<file path="src/rtl/instr_fetch_unit_if.sv">
// instr_fetch_unit_if: fetch request, instruction memory and IF/ID handshake bundle
// master: fetch unit side (drives imem request, fetch ready, IF/ID outputs, error flag)
// slave: surrounding PC stage, memory and decode (drive requests, memory responses, ready, flush)
interface instr_fetch_unit_if #(
  parameter int ADDR_W = 32,
  parameter int DATA_W = 32
);
  logic              fetch_req_valid;
  logic [ADDR_W-1:0] fetch_req_addr;
  logic              fetch_req_ready;
  logic              imem_req;
  logic [ADDR_W-1:0] imem_addr;
  logic              imem_gnt;
  logic              imem_rvalid;
  logic [DATA_W-1:0] imem_rdata;
  logic              if_valid;
  logic              if_ready;
  logic [DATA_W-1:0] if_instr;
  logic [ADDR_W-1:0] if_pc;
  logic              flush;
  logic              fetch_err;
  modport master (
    input  fetch_req_valid, fetch_req_addr, imem_gnt, imem_rvalid, imem_rdata, if_ready, flush,
    output fetch_req_ready, imem_req, imem_addr, if_valid, if_instr, if_pc, fetch_err
  );
  modport slave (
    output fetch_req_valid, fetch_req_addr, imem_gnt, imem_rvalid, imem_rdata, if_ready, flush,
    input  fetch_req_ready, imem_req, imem_addr, if_valid, if_instr, if_pc, fetch_err
  );
endinterface

</file>
<file path="src/rtl/instr_fetch_unit.sv">
// instr_fetch_unit: issues PC fetches to imem, pairs returned words with their PC, delivers in order
// clk: rising-edge clock; reset: asynchronous active-low reset
// bus (master): fetch_req_* from PC stage, imem_* to memory, if_* to IF/ID, flush, fetch_err
module instr_fetch_unit #(
  parameter int ADDR_W = 32,
  parameter int DATA_W = 32,
  parameter int DEPTH  = 2
) (
  input logic                clk,
  input logic                reset,
  instr_fetch_unit_if.master bus
);
  localparam int PW = $clog2(DEPTH);
  localparam int CW = PW + 1;
  logic [ADDR_W-1:0] pc_mem [DEPTH];
  logic [DATA_W-1:0] ob_instr [DEPTH];
  logic [ADDR_W-1:0] ob_pc [DEPTH];
  logic [PW-1:0] pc_wp, pc_rp, ob_wp, ob_rp, head;
  logic [CW-1:0] live, disc, ob_cnt;
  logic [CW:0] total;
  logic credit_ok, push, any, rsp, deliver, pop, err;
  always_comb begin
    total     = {1'b0, live} + {1'b0, disc} + {1'b0, ob_cnt};
    credit_ok = total < (CW+1)'(DEPTH);
    bus.imem_req  = reset & bus.fetch_req_valid & credit_ok & ~bus.flush;
    bus.imem_addr = {bus.fetch_req_addr[ADDR_W-1:2], 2'b00};
    push    = bus.imem_req & bus.imem_gnt;
    any     = (live != '0) || (disc != '0);
    rsp     = bus.imem_rvalid & any;
    deliver = rsp & ~bus.flush & (disc == '0);
    pop     = (ob_cnt != '0) & bus.if_ready;
    // when empty, the slot behind the read pointer is the last word shown
    head    = (ob_cnt != '0) ? ob_rp : ob_rp - PW'(1);
  end
  assign bus.fetch_req_ready = push;
  assign bus.if_valid  = ob_cnt != '0;
  assign bus.if_instr  = ob_instr[head];
  assign bus.if_pc     = ob_pc[head];
  assign bus.fetch_err = err;
  always_ff @(posedge clk or negedge reset) begin
    if (!reset) begin
      pc_wp  <= '0;
      pc_rp  <= '0;
      ob_wp  <= '0;
      ob_rp  <= '0;
      live   <= '0;
      disc   <= '0;
      ob_cnt <= '0;
      err    <= 1'b0;
      for (int i = 0; i < DEPTH; i++) begin
        pc_mem[i]   <= '0;
        ob_instr[i] <= '0;
        ob_pc[i]    <= '0;
      end
    end else begin
      if (push) begin
        pc_mem[pc_wp] <= bus.fetch_req_addr;
        pc_wp         <= pc_wp + PW'(1);
      end
      if (rsp) pc_rp <= pc_rp + PW'(1);
      if (bus.imem_rvalid && !any) err <= 1'b1;
      if (bus.flush) begin
        // a response in the flush cycle retires the oldest entry without output
        live   <= '0;
        disc   <= disc + live - CW'(rsp);
        ob_cnt <= '0;
        // retire the shown head so if_instr/if_pc keep their value while empty
        if (ob_cnt != '0) begin
          ob_rp <= ob_rp + PW'(1);
          ob_wp <= ob_rp + PW'(1);
        end
      end else begin
        live   <= live + CW'(push) - CW'(deliver);
        disc   <= disc - CW'(rsp & (disc != '0));
        ob_cnt <= ob_cnt + CW'(deliver) - CW'(pop);
        if (pop) ob_rp <= ob_rp + PW'(1);
        if (deliver) begin
          ob_instr[ob_wp] <= bus.imem_rdata;
          ob_pc[ob_wp]    <= pc_mem[pc_rp];
          ob_wp           <= ob_wp + PW'(1);
        end
      end
    end
  end
endmodule
</file>
<file path="src/flat_wrapper.sv">
// flat-port wrapper written by rule: the top's interface ports become plain ports
module instr_fetch_unit_flat 
#(
  parameter int ADDR_W = 32,
  parameter int DATA_W = 32,
  parameter int DEPTH  = 2
)
  (clk, reset, bus_fetch_req_valid, bus_fetch_req_addr, bus_imem_gnt, bus_imem_rvalid, bus_imem_rdata, bus_if_ready, bus_flush, bus_fetch_req_ready, bus_imem_req, bus_imem_addr, bus_if_valid, bus_if_instr, bus_if_pc, bus_fetch_err);
  instr_fetch_unit_if #(.ADDR_W(ADDR_W), .DATA_W(DATA_W)) bus_i ();
  input logic clk;
  input logic reset;
  input wire logic [$bits(bus_i.fetch_req_valid)-1:0] bus_fetch_req_valid;
  input wire logic [$bits(bus_i.fetch_req_addr)-1:0] bus_fetch_req_addr;
  input wire logic [$bits(bus_i.imem_gnt)-1:0] bus_imem_gnt;
  input wire logic [$bits(bus_i.imem_rvalid)-1:0] bus_imem_rvalid;
  input wire logic [$bits(bus_i.imem_rdata)-1:0] bus_imem_rdata;
  input wire logic [$bits(bus_i.if_ready)-1:0] bus_if_ready;
  input wire logic [$bits(bus_i.flush)-1:0] bus_flush;
  output wire logic [$bits(bus_i.fetch_req_ready)-1:0] bus_fetch_req_ready;
  output wire logic [$bits(bus_i.imem_req)-1:0] bus_imem_req;
  output wire logic [$bits(bus_i.imem_addr)-1:0] bus_imem_addr;
  output wire logic [$bits(bus_i.if_valid)-1:0] bus_if_valid;
  output wire logic [$bits(bus_i.if_instr)-1:0] bus_if_instr;
  output wire logic [$bits(bus_i.if_pc)-1:0] bus_if_pc;
  output wire logic [$bits(bus_i.fetch_err)-1:0] bus_fetch_err;
  assign bus_i.fetch_req_valid = bus_fetch_req_valid;
  assign bus_i.fetch_req_addr = bus_fetch_req_addr;
  assign bus_i.imem_gnt = bus_imem_gnt;
  assign bus_i.imem_rvalid = bus_imem_rvalid;
  assign bus_i.imem_rdata = bus_imem_rdata;
  assign bus_i.if_ready = bus_if_ready;
  assign bus_i.flush = bus_flush;
  assign bus_fetch_req_ready = bus_i.fetch_req_ready;
  assign bus_imem_req = bus_i.imem_req;
  assign bus_imem_addr = bus_i.imem_addr;
  assign bus_if_valid = bus_i.if_valid;
  assign bus_if_instr = bus_i.if_instr;
  assign bus_if_pc = bus_i.if_pc;
  assign bus_fetch_err = bus_i.fetch_err;
  instr_fetch_unit #(.ADDR_W(ADDR_W), .DATA_W(DATA_W), .DEPTH(DEPTH)) u_core (.clk(clk), .reset(reset), .bus(bus_i));
endmodule
</file>
<file path="config.mk">
export PLATFORM = sky130hd
export DESIGN_NAME = instr_fetch_unit_flat
export DESIGN_NICKNAME = d
export VERILOG_FILES = /design/src/rtl/instr_fetch_unit_if.sv /design/src/rtl/instr_fetch_unit.sv /design/src/flat_wrapper.sv
export SDC_FILE = /design/constraint.sdc
export NUM_CORES = 1
export LEC_CHECK = 0
export BUFFER_PORTS_ARGS = -buffer_cell sky130_fd_sc_hd__buf_2
export CAP_MARGIN = 20
export CORE_MARGIN = 5
export CORE_UTILIZATION = 53
export CTS_CLUSTER_SIZE = 8
export DETAILED_ROUTE_END_ITERATION = 7
export PLACE_DENSITY = 0.76
export SLEW_MARGIN = 5
export SYNTH_ARGS = -nofsm -noshare
export SYNTH_HDL_FRONTEND = slang
export SYNTH_SLANG_ARGS = --single-unit
</file>
<file path="constraint.sdc">
create_clock -name clk -period 7.13 [get_ports clk]
set_input_delay 0 -clock clk [delete_from_list [all_inputs] [get_ports clk]]
set_output_delay 0 -clock clk [all_outputs]
set_load 0.01 [all_outputs]
</file>
==> impl_metrics.csv <==
group,metric,value,unit
outcome,status,"finished clean",
worst_setup_path,crit_fanout,32,
worst_setup_path,crit_top_cell,"inv_1",
timing,drv_slew,0,
final_layout,layout-drive-gt1-share,0.600,
power,totalPowerFinal,4.06,mW
placement,post-place-ws,4060,ps
timing,tightest_slew,934,ps
synth,yosysTopAreaCellShare,0.531,
synth,synth_cell_type_count,39,
power,p_leak,6.17,nW
routing,drcViolationCount,0,
power,powerDensity,347,nW/um^2
floorplanning,die_w,144,um
timing,tns,0,ps
routing,firstDrtPassIters,4,
routing,ant_nets,0,
synth,synth_edf_count,0,
placement,gp_congestion,0.781,
floorplanning,die_y,144,um
placement,dp_hpwl,12.4,mm
clock_tree,postCtsSetupBuffers,0,
final_layout,n_antenna_cell,0,
synth,yosysTopAreaCell,"dfrtp_1",
floorplanning,start_util,0.536,
worst_setup_path,slowest_stage,"and4_2",
clock_tree,worstSkewPairLatency,510,ps
floorplanning,coreArea,17800,um^2
synth,synth_top_flop_cell,"dfrtp_1",
global_routing,grt_max_degree,82,
clock_tree,cts.hold.buffers_added,69,
placement,portBuffers,168,
final_layout,fin_nets,910,
worst_setup_path,crit_type,"reg -> reg",
global_routing,grt_pass1_wl,33.3,mm
worst_setup_path,cp.buffers_inverters,2,
timing,rsz0062_at_grt,"no",
synth,yosysWarnings,0,
routing,wl,20.4,mm
global_routing,grt_antenna_before_repair,0,
worst_setup_path,timing.critical_path.to_type,"flop",
timing,hold_violations,0,
timing,post-route-period-util,0.437,
routing,wl_per_cell,19.3,um
global_routing,grt_pass1_vias,6485,
synth,yosys-top-cells-area,"dfrtp_1 53%, mux2_2 26%, mux2_4 9.4%",
timing,timing.fmax,321,MHz
final_layout,fillers,1300,
power,ir_drop,292,uV
routing,via_per_inst,5.33,
routing,vias,5646,
clock_tree,path_clk_slew,50,ps
worst_setup_path,startpoint_type,"flop",
final_layout,final_cell_area,11700,um^2
worst_setup_path,required,7520,ps
timing,finalClockSkew,8.75,ps
synth,ys_async_sr_fraction,1.00,
floorplanning,rows,49,
synth,yosys-top-cells-count,"223 x mux2_2, 203 x dfrtp_1, 60 x mux2_4",
placement,place_area,10200,um^2
clock_tree,clock-sinks,203,
synth,synth.ff_latch_count,203,
global_routing,grt.overflow.total,0,
worst_setup_path,crit_chain,"inv_1, fa_1, inv_1, ha_1, and4bb_2, and4_2, mux2_2",
timing,slew_headroom,0.377,
clock_tree,cts_tree,"built",
clock_tree,clockBufferDepth,3,
timing,period_needed,3120,ps
worst_setup_path,crit_arrival,3500,ps
synth,ys_seq_area_frac,0.531,
final_layout,area_growth,22.3,%
floorplanning,die_area,20800,um^2
clock_tree,h-tree-depth,1,
synth,syn_area,9570,um^2
synth,synthCells,617,
global_routing,grtUsageTotal,0.199,
job,drv_cap,0,
clock_tree,cts_buffers,29,
worst_setup_path,path_delay_family,"simple AND/OR/NAND/NOR gates",
clock_tree,root_buffer,"clkbuf_16",
routing,drt-initial-drc-count,180,
synth,yosysMostFrequentCell,"mux2_2",
worst_setup_path,slowest_delay,860,ps
timing,fin_ws,4010,ps
clock_tree,cts_resized,0,
timing,setup_viol,0,
worst_hold_path,hp-class,"in -> async",
synth,avgSynthCellArea,15.5,um^2
floorplanning,ioPinCount,171,
[metrics by stage]
| stage | hold WS (ps) | std cells | utilization |
|---|---|---|---|
| 2_1_floorplan | -296 | 618 | - |
| 3_3_place_gp | 51.7 | 958 | 0.575 |
| 3_5_place_dp | 70.1 | 958 | 0.575 |
| 4_1_cts | 112 | 1059 | 0.656 |
| 5_1_grt | 153 | 1059 | 0.656 |
| 6_report | 91.7 | 1059 | 0.656 |
[cell usage in the layout (no fill, tap or decap), types with 2 or more instances in the layout]
cell type	count
nor2b_1	2
nor2_1	6
conb_1	2
dfrtp_1	202
clkbuf_16	29
buf_4	6
buf_2	167
mux2_1	5
mux2_4	60
ha_1	9
inv_1	13
dlygate4sd3_1	69
xor2_1	2
xnor2_1	7
mux2_2	223
and2b_2	2
clkbuf_1	2
[metal layers]
| layer | routed length, um | GRT usage | vias up |
|---|---|---|---|
| li1 | - | - | 2565 |
| met1 | 8610 | 0.256 | 2905 |
| met2 | 10300 | 0.350 | 146 |
| met3 | 1040 | 0.0341 | 30 |
| met4 | 393 | 0.0530 | 0 |
| met5 | 0 | 0 | - |
[power breakdown]
part | internal [mW] | leakage (nW) | switching (mW)
registers | 1.44 | 2.71 | 0.194
logic | 0.702 | 3.08 | 0.531
clock network | 0.745 | 0.374 | 0.449
total | 2.88 | 6.17 | 1.17
[area by class of cell]
cell class,instances,area (um^2),area share
inverter,13,48.8,0.00417
tap,229,287,0.0245
sequential,203,5080,0.434
multi-input combinational,339,3940,0.337
timing repair buffer,243,1590,0.135
clock inverter,1,30.0,0.00257
clock buffer,31,733,0.0626
[kinds of logic after synthesis]
kind of cell,after synthesis,synth area share
AOI/OAI and AO/OA,7,0.00549
muxes,289,0.363
adders and majority gates,10,0.0139
and+or+nand+nor,20,0.0152
buffers and inverters,76,0.0591
other,1,0.000392
DFF,203,0.531
xor gates and xnor gates,11,0.0116
[flip-flops by register name (all words and copies together) (netlist names)]
register / count
u_core.ob_instr: 64
u_core.ob_pc: 64
u_core.pc_mem: 64
u_core.disc: 2
u_core.live: 2
u_core.ob_cnt: 2
u_core.bus.fetch_err: 1
u_core.ob_rp: 1
u_core.ob_wp: 1
u_core.pc_rp: 1
u_core.pc_wp: 1
[worst paths after layout]
| path | start | to | slack (ps) | cells past startpoint |
|---|---|---|---|---|
| worst max-delay path | u_core.disc[1] | u_core.pc_mem[24] | 4010 | 7 |
| worst min-delay path | reset | u_core.ob_instr[18] | 90 | 2 |
| worst max register to register | u_core.disc[1] | u_core.pc_mem[24] | 4010 | 7 |
| worst min register to register | u_core.ob_pc[39] | u_core.ob_pc[39] | 480 | 1 |
| max in group asynchronous | reset | u_core.ob_pc[8] | 4970 | 4 |
| min in group clk | bus_fetch_req_valid | u_core.pc_wp | 250 | 5 |
Note: power is estimated with default switching activity, not from simulation.
